[config.mk]
export PLATFORM = sky130hd
export DESIGN_NAME = usb_rx_packet_buffer
export DESIGN_NICKNAME = d
export VERILOG_FILES = /design/src/rtl/usb_pkg.sv /design/src/rtl/usb_rx_fifo_ram.sv /design/src/rtl/usb_rx_packet_buffer.sv
export SDC_FILE = /design/constraint.sdc
export NUM_CORES = 1
export LEC_CHECK = 0
export CORE_MARGIN = 2
export CORE_UTILIZATION = 45
export DETAILED_ROUTE_END_ITERATION = 8
export GPL_TIMING_DRIVEN = 0
export PLACE_DENSITY = 0.73
export SLEW_MARGIN = 20
export SYNTH_ARGS = -nofsm -noshare
export SYNTH_HDL_FRONTEND = slang
export SYNTH_SLANG_ARGS = --single-unit
[constraint.sdc]
create_clock -name clk -period 2.9 [get_ports clk]
set_clock_uncertainty 0.15 [all_clocks]
set_input_delay 0.29 -clock clk [delete_from_list [all_inputs] [get_ports clk]]
set_output_delay 0.29 -clock clk [all_outputs]
set_load 0.005 [all_outputs]
[src/rtl/usb_pkg.sv]
// Shared USB receive-path types and sizes.
// Used by usb_rx and the receive packet buffer.
package usb_pkg;

  localparam int RX_FIFO_DEPTH = 64;
  localparam int PTR_W = 6;
  localparam int OCC_W = 7;

  typedef enum logic [2:0] {
    PKT_NONE  = 3'd0,
    PKT_OUT   = 3'd1,
    PKT_IN    = 3'd2,
    PKT_DATA0 = 3'd3,
    PKT_DATA1 = 3'd4,
    PKT_ACK   = 3'd5,
    PKT_NAK   = 3'd6,
    PKT_ERROR = 3'd7
  } rx_pkt_e;

  typedef enum logic [1:0] {
    ST_IDLE,
    ST_RCV,
    ST_READY,
    ST_ERR
  } rx_state_e;

  function automatic logic is_data(rx_pkt_e p);
    return (p == PKT_DATA0) || (p == PKT_DATA1);
  endfunction

  function automatic logic is_token(rx_pkt_e p);
    return (p == PKT_OUT) || (p == PKT_IN) ||
           (p == PKT_ACK) || (p == PKT_NAK);
  endfunction

endpackage

[src/rtl/usb_rx_fifo_ram.sv]
// 64x8 receive storage: synchronous write,
// asynchronous read.
module usb_rx_fifo_ram
  import usb_pkg::*;
(
  input  logic             clk,
  input  logic             we,
  input  logic [PTR_W-1:0] waddr,
  input  logic [7:0]       wdata,
  input  logic [PTR_W-1:0] raddr,
  output logic [7:0]       rdata
);

  logic [7:0] mem [RX_FIFO_DEPTH];

  always_ff @(posedge clk) begin
    if (we) mem[waddr] <= wdata;
  end

  assign rdata = mem[raddr];

endmodule

[src/rtl/usb_rx_packet_buffer.sv]
// USB receive packet buffer: FIFO pointers,
// occupancy and packet-state FSM.
module usb_rx_packet_buffer
  import usb_pkg::*;
(
  input  logic       clk,
  input  logic       n_rst,
  input  logic [2:0] rx_packet,
  input  logic [7:0] rx_packet_data,
  input  logic       store_rx_packet_data,
  input  logic       get_rx_data,
  input  logic       flush,
  output logic [7:0] rx_data,
  output logic [6:0] buffer_occupancy,
  output logic       rx_data_ready,
  output logic       rx_transfer_active,
  output logic       rx_error,
  output logic       overflow,
  output logic [2:0] last_packet
);

  localparam logic [OCC_W-1:0] FULL =
    OCC_W'(RX_FIFO_DEPTH);

  rx_state_e        state_q, state_d;
  logic [PTR_W-1:0] wptr_q, wptr_d;
  logic [PTR_W-1:0] rptr_q, rptr_d;
  logic [OCC_W-1:0] occ_q, occ_d;
  logic             ovf_q, ovf_d;
  rx_pkt_e          last_q, last_d;

  rx_pkt_e    pkt;
  logic       push_ok;
  logic       pop_ok;
  logic [7:0] ram_rdata;

  assign pkt = rx_pkt_e'(rx_packet);

  assign push_ok = store_rx_packet_data &&
                   (state_q == ST_IDLE ||
                    state_q == ST_RCV) &&
                   (occ_q != FULL);
  assign pop_ok  = get_rx_data && (occ_q != '0);

  usb_rx_fifo_ram u_ram (
    .clk   (clk),
    .we    (push_ok && !flush),
    .waddr (wptr_q),
    .wdata (rx_packet_data),
    .raddr (rptr_q),
    .rdata (ram_rdata)
  );

  always_comb begin
    wptr_d = wptr_q;
    rptr_d = rptr_q;
    occ_d  = occ_q;
    ovf_d  = ovf_q;
    last_d = last_q;
    if (pkt != PKT_NONE) last_d = pkt;
    if (flush) begin
      wptr_d = '0;
      rptr_d = '0;
      occ_d  = '0;
      ovf_d  = 1'b0;
    end else begin
      if (push_ok) wptr_d = wptr_q + 1'b1;
      if (pop_ok)  rptr_d = rptr_q + 1'b1;
      if (push_ok && !pop_ok) occ_d = occ_q + 1'b1;
      if (pop_ok && !push_ok) occ_d = occ_q - 1'b1;
      if (store_rx_packet_data && !push_ok)
        ovf_d = 1'b1;
    end
  end

  always_ff @(posedge clk or negedge n_rst) begin
    if (!n_rst) begin
      wptr_q <= '0;
      rptr_q <= '0;
      occ_q  <= '0;
      ovf_q  <= 1'b0;
      last_q <= PKT_NONE;
    end else begin
      wptr_q <= wptr_d;
      rptr_q <= rptr_d;
      occ_q  <= occ_d;
      ovf_q  <= ovf_d;
      last_q <= last_d;
    end
  end

  always_ff @(posedge clk or negedge n_rst) begin
    if (!n_rst) state_q <= ST_IDLE;
    else        state_q <= state_d;
  end

  // Packet events take priority over a same-cycle push.
  always_comb begin
    state_d = state_q;
    if (flush) begin
      state_d = ST_IDLE;
    end else begin
      unique case (state_q)
        ST_IDLE: begin
          if (is_data(pkt))
            state_d = ovf_q ? ST_ERR : ST_READY;
          else if (pkt == PKT_ERROR)
            state_d = ST_ERR;
          else if (push_ok)
            state_d = ST_RCV;
        end
        ST_RCV: begin
          if (is_data(pkt))
            state_d = ovf_q ? ST_ERR : ST_READY;
          else if (pkt == PKT_ERROR || is_token(pkt))
            state_d = ST_ERR;
        end
        ST_READY: begin
          if (occ_q == '0) state_d = ST_IDLE;
        end
        ST_ERR: state_d = ST_ERR;
        default: state_d = ST_IDLE;
      endcase
    end
  end

  always_comb begin
    rx_data_ready      = 1'b0;
    rx_transfer_active = 1'b0;
    rx_error           = 1'b0;
    unique case (state_q)
      ST_READY: rx_data_ready      = 1'b1;
      ST_RCV:   rx_transfer_active = 1'b1;
      ST_ERR:   rx_error           = 1'b1;
      default:  ;
    endcase
  end

  assign rx_data          = (occ_q == '0) ? 8'h00 : ram_rdata;
  assign buffer_occupancy = occ_q;
  assign overflow         = ovf_q;
  assign last_packet      = last_q;

endmodule
==> flow_summary.yaml <==
sta:
  timing_worst_slew_pin_value_ns: 1.09
  hold_violations: 0
  rsz0062_at_grt: "yes"
  layout_setup_ws_ns: -0.440
  relSlewSlack: 0.270
  slew_violations: 0
  setup_violations: 8
  min_period_ns: 3.34
  finalCritPeriodShare: 1.15
  clock.fmax_mhz: 299
  holdWs_ns: 0.0597
clock_tree:
  cts_buffer_depth: 3
  cts_tree: "built"
  cts_buffers: 54
  cts_sinks: 537
  clock_latency_ns: 0.57
  cts-root-buf: "clkbuf_16"
  cts.clk_slew.worst_paths_ns: 0.06
  h-tree-depth: 2
drt:
  drc: 0
  drt_iter0_markers: 1441
  routed_wl_um: 50900
  antenna_left: 0
  wl_met1_um: 20500
  drt-vias-per-instance: 6.08
  wl_per_cell_um: 26.7
  num_vias: 11599
  first_pass_iters: 8
  top_layer: "met4"
  dr_wl_met2_um: 25100
  met3_length_um: 3820
synthesis:
  synth-edff-count: 512
  async_reset_ff_frac: 0.0466
  yosys.cell_types.count: 57
  yosysWarnings: 0
  avgSynthCellArea_um2: 19.3
  ys_ff_latch: 537
  syn-cell-area_um2: 21500
  synth_nets: 1132
  ys_seq_area_frac: 0.746
  synth_ff_type: "edfxtp_1"
  syn_inst: 1110
status:
  status: "finished, violations left"
  violations: "setup timing"
critical_path:
  cp_slowest_cell: "mux4_2"
  worstSetupPathDepth: 8
  cp_max_fo: 5
  slowest_delay_ns: 0.54
  crit_type: "reg -> out"
  critPathBufInv: 4
  arrival_ns: 2.90
  required_ns: 2.46
  worstPathCellList: "buf_6 > buf_6 > buf_12 > mux4_2 > mux4_2 > a32oi_2 > o21ai_2 > buf_2"
  reg2regPathDepth: 9
  crit_family: "multiplexers"
  critPathLaunchType: "flip-flop"
  crit_path_end_kind: "primary output"
global_route:
  overflow: 0
  grt_max_degree: 65
  grt_pass1_wl_um: 74400
  grt_usage: 0.203
  antenna_found_initial: 0
  grt_pass1_vias: 11509
min_path:
  hp-class: "in -> reg"
  hold_depth: 3
power:
  ir_worst_vdd_mv: 0.503
  p_leak_nw: 8.09
  power_mw: 19.7
  p_per_area_nw_per_um2: 766
floorplanning:
  die_y_um: 222
  io_pins: 38
  design.die.area_um2: 49400
  core_um2: 47300
  initial_utilization: 0.453
  die_w_um: 222
  rows: 80
cells_and_area:
  syn_to_final_growth_pct: 19.8
  design_area_um2: 25700
  drive_above_1_share: 0.345
  final_util: 0.543
  n_antenna_cell: 0
  final_net_count: 1278
run:
  maxCapViolations: 0
placement:
  gp_congestion: 0.868
  place_hpwl_um: 30400
  placed_area_um2: 22600
  portBuffers: 36
==> timing repair <==
item,in CTS,in global routing
pin swaps,20,18
gates resized for setup,291,29
setup buffers,28,20
endpoints found under the hold margin,39,0
gates cloned,1,1
endpoints found under the setup margin,523,137
hold buffers,2,0
==> layout by cell type (no fill, tap or decap), drive strengths merged, types with 8 or more instances in the layout <==
master,count
xnor2,8
nor3,10
buf,104
nand3,14
inv,10
a32oi,29
nor2b,8
edfxtp,512
clkdlybuf4s50,19
clkinv,26
nor2,91
clkbuf,91
nand2,82
a21oi,10
dfrtp,25
o21ai,17
mux2i,30
mux4,131
==> logic make-up (layout without fill, tap and decap cells) <==
group           Yosys count  in the layout  share of synthesized area
compound gates           83             83                     0.0285
xor+xnor                 13             13                    0.00531
fa+ha+maj                 6              6                    0.00350
buf+inv                  74            258                     0.0163
flops                   537            537                      0.746
mux                     162            162                      0.152
simple gates            235            235                     0.0485
==> worst register-to-register path: stages, from the launching register on <==
cell and delay [ns]:
dfrtp_1 0.38, buf_4 0.18, or4_4 0.58, o21ai_4 0.22, nor2_4 0.07, ha_4 0.30
o21ai_0 0.09, a221oi_1 0.38, o41ai_1 0.14, a222oi_1 0.29
==> Yosys cell counts, types with 3 or more instances <==
cell type  instances  area (µm²)
edfxtp_1         512       15400
nor2_1            91         342
mux4_2           131        2950
xnor2_1            8        70.1
inv_1              8        30.0
xor2_1             5        43.8
nand2b_1           3        18.8
buf_2             15        75.1
nor2b_1            8        50.1
ha_1               6        75.1
dfrtp_1           25         626
nor4_1             3        18.8
a31oi_1            6        37.5
mux2i_1           30         300
nand3_1           14        70.1
nor3_1             8        40.0
clkbuf_1          24        90.1
buf_4             12        90.1
buf_1             13        48.8
a21oi_1           10        50.1
a32oi_1           29         254
nand2_1           82         308
nand4_1            7        43.8
o21ai_0           14        70.1
==> through the flow <==
stage,cells,setup slack [ns],TNS (ns)
2_1_floorplan,1110,0.0834,0
3_3_place_gp,1761,-1.08,-497.70
3_5_place_dp,1765,-1.07,-428.74
4_1_cts,1890,-0.510,-3.55
5_1_grt,1909,-0.526,-3.87
6_report,1909,-0.440,-3.13
==> routing by layer <==
| layer | up-vias | GRT usage |
|---|---|---|
| li1 | 4839 | - |
| met1 | 6049 | 0.280 |
| met2 | 608 | 0.336 |
| met3 | 103 | 0.0320 |
| met4 | 0 | 0.0637 |
| met5 | - | 0 |
==> cell type report <==
class	count	area, µm²
clock buffers	64	1410
plain buffers	63	556
flip-flops and latches	537	16000
inverters	9	33.8
fillers	3462	21700
clock inverters	30	145
well taps	615	769
multi-input cells	499	5900
repair buffers	92	882
==> registers in the layout, summed over array words and instances (netlist names) <==
signal / cells
rptr_q: 6
u_ram.mem: 512
state_q: 2
overflow: 1
buffer_occupancy: 7
last_packet: 3
wptr_q: 6
==> power by group <==
group,internal [mW],switching [mW],total (mW)
Sequential,8.57,0.102,8.68
Combinational,2.29,2.44,4.74
Clock,3.44,2.84,6.28
==> worst paths after layout <==
kind / start / end / slack [ns]
max: rptr_q[0] / rx_data[3] / -0.44
min: flush / buffer_occupancy[4] / 0.06
max reg2reg: buffer_occupancy[1] / buffer_occupancy[6] / 0.03
min reg2reg: last_packet[2] / last_packet[2] / 0.33
max in group asynchronous: n_rst / rptr_q[1] / 2.07
min in group asynchronous: n_rst / buffer_occupancy[6] / 0.10
Note: power is estimated with default switching activity, not from simulation.
